## config.mk

```make
export PLATFORM = sky130hd
export DESIGN_NAME = ov2640_yuv422_tx
export DESIGN_NICKNAME = d
export VERILOG_FILES = /design/src/rtl/ov2640_yuv422_tx.sv
export SDC_FILE = /design/constraint.sdc
export NUM_CORES = 1
export LEC_CHECK = 0
export CORE_AREA = 5 5 76 78
export CTS_CLUSTER_SIZE = 20
export DETAILED_ROUTE_END_ITERATION = 10
export DIE_AREA = 0 0 81 83
export PLACE_DENSITY = 0.66
export RECOVER_POWER = 50
export SYNTH_ARGS = -nofsm -noshare
export SYNTH_HDL_FRONTEND = slang
export SYNTH_SLANG_ARGS = --single-unit
```

## constraint.sdc

```tcl
create_clock -name PCLK -period 4.3 [get_ports PCLK]
set_clock_uncertainty 0.1 [all_clocks]
set_input_delay 1.29 -clock PCLK [delete_from_list [all_inputs] [get_ports PCLK]]
set_output_delay 1.29 -clock PCLK [all_outputs]
set_load 0.02 [all_outputs]
```

## src/rtl/ov2640_yuv422_tx.sv

```systemverilog
// ov2640_yuv422_tx: DVP-style YUV422 frame transmitter (VSYNC/HREF/DATA, one byte per PCLK).
// Latency: pixel accepted at cycle t -> luma on DATA at t+1, chroma at t+2 (HREF=1 both).
// Backpressure: none; timing free-runs and a missing pixel is replaced by black (0x10/0x80).
// Ports: PCLK/RST_N (sync, active-low); enable; pixel_in/pixel_valid/pixel_ready stream in;
//        VSYNC/HREF/DATA camera byte bus out; frame_done pulse; underflow sticky flag.
module ov2640_yuv422_tx #(
  parameter int H_ACTIVE  = 640,
  parameter int H_BLANK   = 16,
  parameter int V_ACTIVE  = 480,
  parameter int VSYNC_LEN = 3,
  parameter int V_BACK    = 2,
  parameter int V_FRONT   = 2
) (
  input  logic        PCLK,
  input  logic        RST_N,
  input  logic        enable,
  input  logic [15:0] pixel_in,
  input  logic        pixel_valid,
  output logic        pixel_ready,
  output logic        VSYNC,
  output logic        HREF,
  output logic [7:0]  DATA,
  output logic        frame_done,
  output logic        underflow
);

  localparam int H_BYTES = 2 * H_ACTIVE;
  localparam int H_TOTAL = H_BYTES + H_BLANK;
  localparam int V_M0    = (VSYNC_LEN > V_BACK) ? VSYNC_LEN : V_BACK;
  localparam int V_M1    = (V_ACTIVE > V_FRONT) ? V_ACTIVE : V_FRONT;
  localparam int V_MAX   = (V_M0 > V_M1) ? V_M0 : V_M1;
  localparam int HW      = (H_TOTAL > 1) ? $clog2(H_TOTAL) : 1;
  localparam int VW      = (V_MAX > 1) ? $clog2(V_MAX) : 1;

  typedef enum logic [2:0] {S_IDLE, S_VSYNC, S_VBACK, S_ACTIVE, S_VFRONT} state_t;

  // r_state/r_hcnt/r_vcnt describe the position whose outputs are on the pins now;
  // the registered outputs are decoded from the next position.
  state_t          r_state, w_nstate;
  logic [HW-1:0]   r_hcnt, w_nhcnt;
  logic [VW-1:0]   r_vcnt, w_nvcnt;
  logic [VW-1:0]   w_last_line;
  logic            w_frame_end;
  logic            w_byte_next;
  logic            w_vsync_d, w_href_d, w_uf_set, w_vs_start;
  logic [7:0]      w_data_d;
  logic [7:0]      r_chroma;
  logic            r_vsync, r_href, r_frame_done, r_underflow;
  logic [7:0]      r_data;

  // State register.
  always_ff @(posedge PCLK) begin
    if (!RST_N) begin
      r_state <= S_IDLE;
      r_hcnt  <= '0;
      r_vcnt  <= '0;
    end else begin
      r_state <= w_nstate;
      r_hcnt  <= w_nhcnt;
      r_vcnt  <= w_nvcnt;
    end
  end

  // Next-state and counter logic.
  always_comb begin
    w_nstate    = r_state;
    w_nhcnt     = r_hcnt;
    w_nvcnt     = r_vcnt;
    w_frame_end = 1'b0;
    case (r_state)
      S_VSYNC:  w_last_line = VW'(VSYNC_LEN - 1);
      S_VBACK:  w_last_line = VW'(V_BACK - 1);
      S_ACTIVE: w_last_line = VW'(V_ACTIVE - 1);
      default:  w_last_line = VW'(V_FRONT - 1);
    endcase
    if (r_state == S_IDLE) begin
      if (enable) begin
        w_nstate = S_VSYNC;
        w_nhcnt  = '0;
        w_nvcnt  = '0;
      end
    end else if (r_hcnt != HW'(H_TOTAL - 1)) begin
      w_nhcnt = r_hcnt + HW'(1);
    end else begin
      w_nhcnt = '0;
      if (r_vcnt != w_last_line) begin
        w_nvcnt = r_vcnt + VW'(1);
      end else begin
        w_nvcnt = '0;
        case (r_state)
          S_VSYNC:  w_nstate = (V_BACK > 0) ? S_VBACK : S_ACTIVE;
          S_VBACK:  w_nstate = S_ACTIVE;
          S_ACTIVE: begin
            // With no front porch the last active line closes the frame.
            if (V_FRONT > 0) w_nstate = S_VFRONT;
            else             w_frame_end = 1'b1;
          end
          default:  w_frame_end = 1'b1;
        endcase
        if (w_frame_end) w_nstate = enable ? S_VSYNC : S_IDLE;
      end
    end
  end

  // Output decode from the next position; registered below so pins change together.
  always_comb begin
    w_byte_next = (w_nstate == S_ACTIVE) && (w_nhcnt < HW'(H_BYTES));
    pixel_ready = RST_N && w_byte_next && !w_nhcnt[0];
    w_vsync_d   = (w_nstate != S_VSYNC);
    w_href_d    = w_byte_next;
    w_uf_set    = pixel_ready && !pixel_valid;
    w_vs_start  = (w_nstate == S_VSYNC) && (r_state != S_VSYNC);
    w_data_d    = 8'h00;
    if (w_byte_next) begin
      if (!w_nhcnt[0]) w_data_d = pixel_valid ? pixel_in[15:8] : 8'h10;
      else             w_data_d = r_chroma;
    end
  end

  always_ff @(posedge PCLK) begin
    if (!RST_N) begin
      r_vsync      <= 1'b1;
      r_href       <= 1'b0;
      r_data       <= 8'h00;
      r_frame_done <= 1'b0;
      r_underflow  <= 1'b0;
      r_chroma     <= 8'h00;
    end else begin
      r_vsync      <= w_vsync_d;
      r_href       <= w_href_d;
      r_data       <= w_data_d;
      r_frame_done <= w_frame_end;
      if (pixel_ready) r_chroma <= pixel_valid ? pixel_in[7:0] : 8'h80;
      // A miss can never coincide with frame start, so clear and set do not collide.
      if (w_vs_start)    r_underflow <= 1'b0;
      else if (w_uf_set) r_underflow <= 1'b1;
    end
  end

  assign VSYNC      = r_vsync;
  assign HREF       = r_href;
  assign DATA       = r_data;
  assign frame_done = r_frame_done;
  assign underflow  = r_underflow;

endmodule

```

After elaboration in Yosys (flattened, before gate mapping)

Index checks and enable logic that the tools add are counted.

Register bits after elaboration: 43
Bits of input ports: 20
Output and inout bits: 13
Logic and storage cells: 59

Add/sub/neg operators: 2
Magnitude comparators: 1
Eq/ne operators: 11
Mux-type cells: 22
Bitwise gates (word level): 1
Reduce and logical (&&, ||, !) cells: 13

Operator list:

| cell                  | number |
|---|---|
| $mux 9                | 4 |
| $mux 11               | 3 |
| $mux 8                | 3 |
| $pmux 9 s2            | 1 |
| $mux 3                | 5 |
| $add 11x1->11 const B | 1 |
| $lt 11x11->1 const B  | 1 |
| $ne 11x11->1 const B  | 1 |
| $add 9x1->9 const B   | 1 |
| $eq 3x2->1 const B    | 3 |
| $ne 9x9->1            | 1 |
| $pmux 3 s3            | 1 |
| $eq 3x1->1 const B    | 2 |
| $ne 3x1->1 const B    | 2 |
| $logic_and 1x1->1     | 5 |
| $mux 1                | 5 |
| $ne 2x2->1 const B    | 2 |
| $reduce_and 2->1      | 2 |
| $reduce_or 4->1       | 1 |
| $logic_not 3->1       | 1 |
| $reduce_or 3->1       | 1 |
| $logic_not 1->1       | 2 |
| $reduce_or 2->1       | 1 |
| $not 1->1             | 1 |

Longest topological paths before layout

Depth after elaboration: 15
Gate-level depth with buffers: 10
Depth with buffers taken out: 8

Worst setup path after synthesis

OpenSTA, ideal clock, no wires.

Path type: in2out
Start: input enable
End: output pixel_ready
Data arrival time: 2900 ps
Data required time: 2910 ps
Slack: 10 ps
Stages: 7
Buffers on the path: 1
Path through: nor2_1 > and2_1 > a311o_1 > o21a_1 > or4_4 > buf_6 > nor2_1

Word-level cells in the longest chain between the ends: 9
Elaborated cells on any way between the ends: 14
Classes of those cells: order compare (1); eq/ne (1); mux (8); reduce/logical (4)

Ends and longest elaborated chain:

| what                                                 | line | RTL |
|---|---|---|
| start, declared                                      | 16   | `input logic enable,` |
| branches (longest 8 deep; another with $lt 11x11->1) | n/a  |  |
| $logic_and 1x1->1 *                                  | 108  | `pixel_ready = RST_N && w_byte_next && !w_nhcnt[0];` |
| end, declared                                        | 19   | `output logic pixel_ready,` |

Every way passes the cells marked *.

Worst setup path after layout

Same ends and word-level chain as after synthesis.

==> flow_summary.ini <==
[outcome]
status = finished, final reports clean

[yosys]
yosysUniqueCellTypes = 48
synth_most_common_cell = nand2_1
syn_area_per_cell_sq_um = 8.04
syn_nets = 286
yosys-top-cells-area = dfxtp_1 41%, nand2_1 7.8%, mux2i_1 5.2%, a21oi_1 4.9%, nor2_1 4.4%
synth_top_area_share_pct = 40.5
async_flop_share_pct = 0
yosysWarningCount = 0
ys_seq_elements = 43
synth_seq_area_share_pct = 40.5
synth_edf_count = 0
netlist_area_sq_um = 2120
synth_cells = 264
yosys.area.top_type = dfxtp_1
synthTopCellsByCount = 44 x nand2_1, 43 x dfxtp_1, 25 x nor2_1
synthFlopType = dfxtp_1

[clocking]
cts_sinks = 43
cts_tree = built
cts_buffers = 5
h-tree-depth = 2
clk_latency_ns = 0.30
clock_path_buffers = 2
clkSlewWorstSetupHoldPaths_ns = 0.08
cts_root_buffer = clkbuf_8

[placed_design]
dp_hpwl_mm = 3.80
io_buffers = 32
dp.cells = 379
place_area_sq_um = 2680
dp_slack_ns = -0.835
gp_congestion = 0.863

[drt]
vias = 1970
drc_errors = 0
vias_per_cell = 5.06
ant_nets = 0
drt-initial-drc-count = 101
first_pass_iters = 4
finalWirelength_mm = 5.01
post_drt_wl_per_cell_microns = 12.9

[cells_and_area]
seq_area_sq_um = 861
fin_area_sq_um = 2820
drive_gt1_share_pct = 16.0
area_growth_pct = 32.8
diodes = 0
post-route-util_pct = 56.3
nNetsFinal = 340
instances_no_fill = 389
multi_input_area_sq_um = 1200
num-fill-cells = 486

[grt]
grt_max_degree = 17
grt_overflow_total = 0
grt_pass1_vias = 1878
grt_pass1_wl_mm = 8.50
gr-usage-all-layers_pct = 15.7
antenna_found_initial = 0

[floorplanning]
core_area_sq_um = 5010
die_area_sq_um = 6720
die_x_microns = 81
die_y_microns = 83
num_rows = 26
io_pins = 33
start_util_pct = 42.4

[critical_path]
r2r_end = r_chroma[3]
path_class = input port to output pin
r2r_slack_ns = 1.53
crit_arrival_ns = 2.86
path_max_fanout = 2
startpoint_type = input port
r2r_cells = 10
crit_path_end_kind = output pin
worst_ep_required_time_ns = 2.91
r2r-start = r_hcnt[5]

[power]
power_density_nw_per_um2 = 283
leakage_uw = 0.00103
vdd_drop_max_v = 0.000221

[sta]
worst_slew_pin_slew_ns = 0.811
fin_crit_sh_pct = 98.9
drv_slew = 0
setup_viol = 0
hold_viol = 0
max-slew-margin-rel_pct = 45.4
setup_tns_ns = 0
max_freq_ghz = 0.235
fin_ws_ns = 0.0479
fin_crit_ns = 4.25

[min_path]
hold_class = flip-flop to flip-flop
holdPathStages = 2
hold_start = underflow
hold_end = underflow

[job]
drv_cap = 0
[worst max path at each step]
stage,slack [ns],to,start
2_1_floorplan,0.01,pixel_ready,enable
3_3_place_gp,-0.84,pixel_ready,enable
3_5_place_dp,-0.84,pixel_ready,enable
4_1_cts,0.03,pixel_ready,enable
5_1_grt,-0.04,pixel_ready,r_hcnt[5]
6_report,0.05,pixel_ready,enable
[critical path, stage by stage]
cell and delay [ns]:
buf_6 0.07, nor2_2 0.03, and2_1 0.14, a311o_1 0.33, o21a_1 0.21, or4_4 0.54
nor2_4 0.13, buf_6 0.12
[sequential cells by signal, summed over array words and instances, names as in the netlist]
register and flops:
r_vcnt 9, VSYNC 1, r_state 3, underflow 1, r_hcnt 11, frame_done 1, HREF 1, r_chroma 8
DATA 8
[cell families (layout without fill, tap and decap cells)]
kind of cell               after synthesis  count (layout)  share of synthesized area [%]
xor gates and xnor gates                 7               7                           2.89
AOI/OAI and AO/OA                       48              48                           13.3
buffers and inverters                   20              75                           4.12
muxes                                   12              12                           5.72
DFF                                     43              43                           40.5
adders and majority gates                2               2                           1.18
and+or+nand+nor                        132             132                           32.3
[final cells by class]
cell class	count	area share, %
Inverter	5	0.666
Timing Repair Buffer	62	19.2
Tap cell	70	3.11
Clock buffer	5	2.44
Multi-Input combinational cell	201	42.5
Sequential cell	43	30.5
Clock inverter	3	1.55
[routing by layer]
layer	global-route usage (%)	vias to the layer above	share of wire [%]	wire length [microns]
met5	0	-	0	0
met4	4.92	0	1.5	75
met3	4.11	9	3.4	171
met2	25.5	33	48	2410
met1	20.0	905	47	2360
li1	-	1023	-	-
[layout by cell type, fill, tap and decap left out, types with 3 or more instances in the layout]
master and count:
nand2b_1 4, xor2_1 4, nor2_1 22, mux2i_1 11, nor2b_1 4, nand2_1 44
nor3_1 4, a21oi_1 21, clkdlybuf4s50_1 25, dfxtp_1 43, clkbuf_8 5, nand3b_1 4
nand4_1 3, nand3_1 14, inv_1 5, and2_1 3, dlygate4sd3_1 5, buf_4 28
and3_1 5, a31oi_1 3, o21ai_0 11, xnor2_1 3, or3_1 5
[report_power, final]
group	internal, uW	leakage [uW]	switching, uW
Sequential	400	0.000347	1.74
Clock	173	0.0000581	142
Combinational	37.0	0.000624	44.5
Total	610	0.00103	188
[metrics by stage]
step | total power, uW | hold WS [ns]
2_1_floorplan | 453 | 0.331
3_5_place_dp | 492 | 0.343
3_3_place_gp | 491 | 0.342
4_1_cts | 807 | 0.356
5_1_grt | 834 | 0.392
6_report | 798 | 0.357
[repair_timing]
item,in CTS,in global routing
hold buffers,0,0
endpoints found under the setup margin,1,1
pin swaps,5,3
buffers inserted,1,1
resized for setup,14,3
No activity file was read; power rests on OpenSTA's default activity.
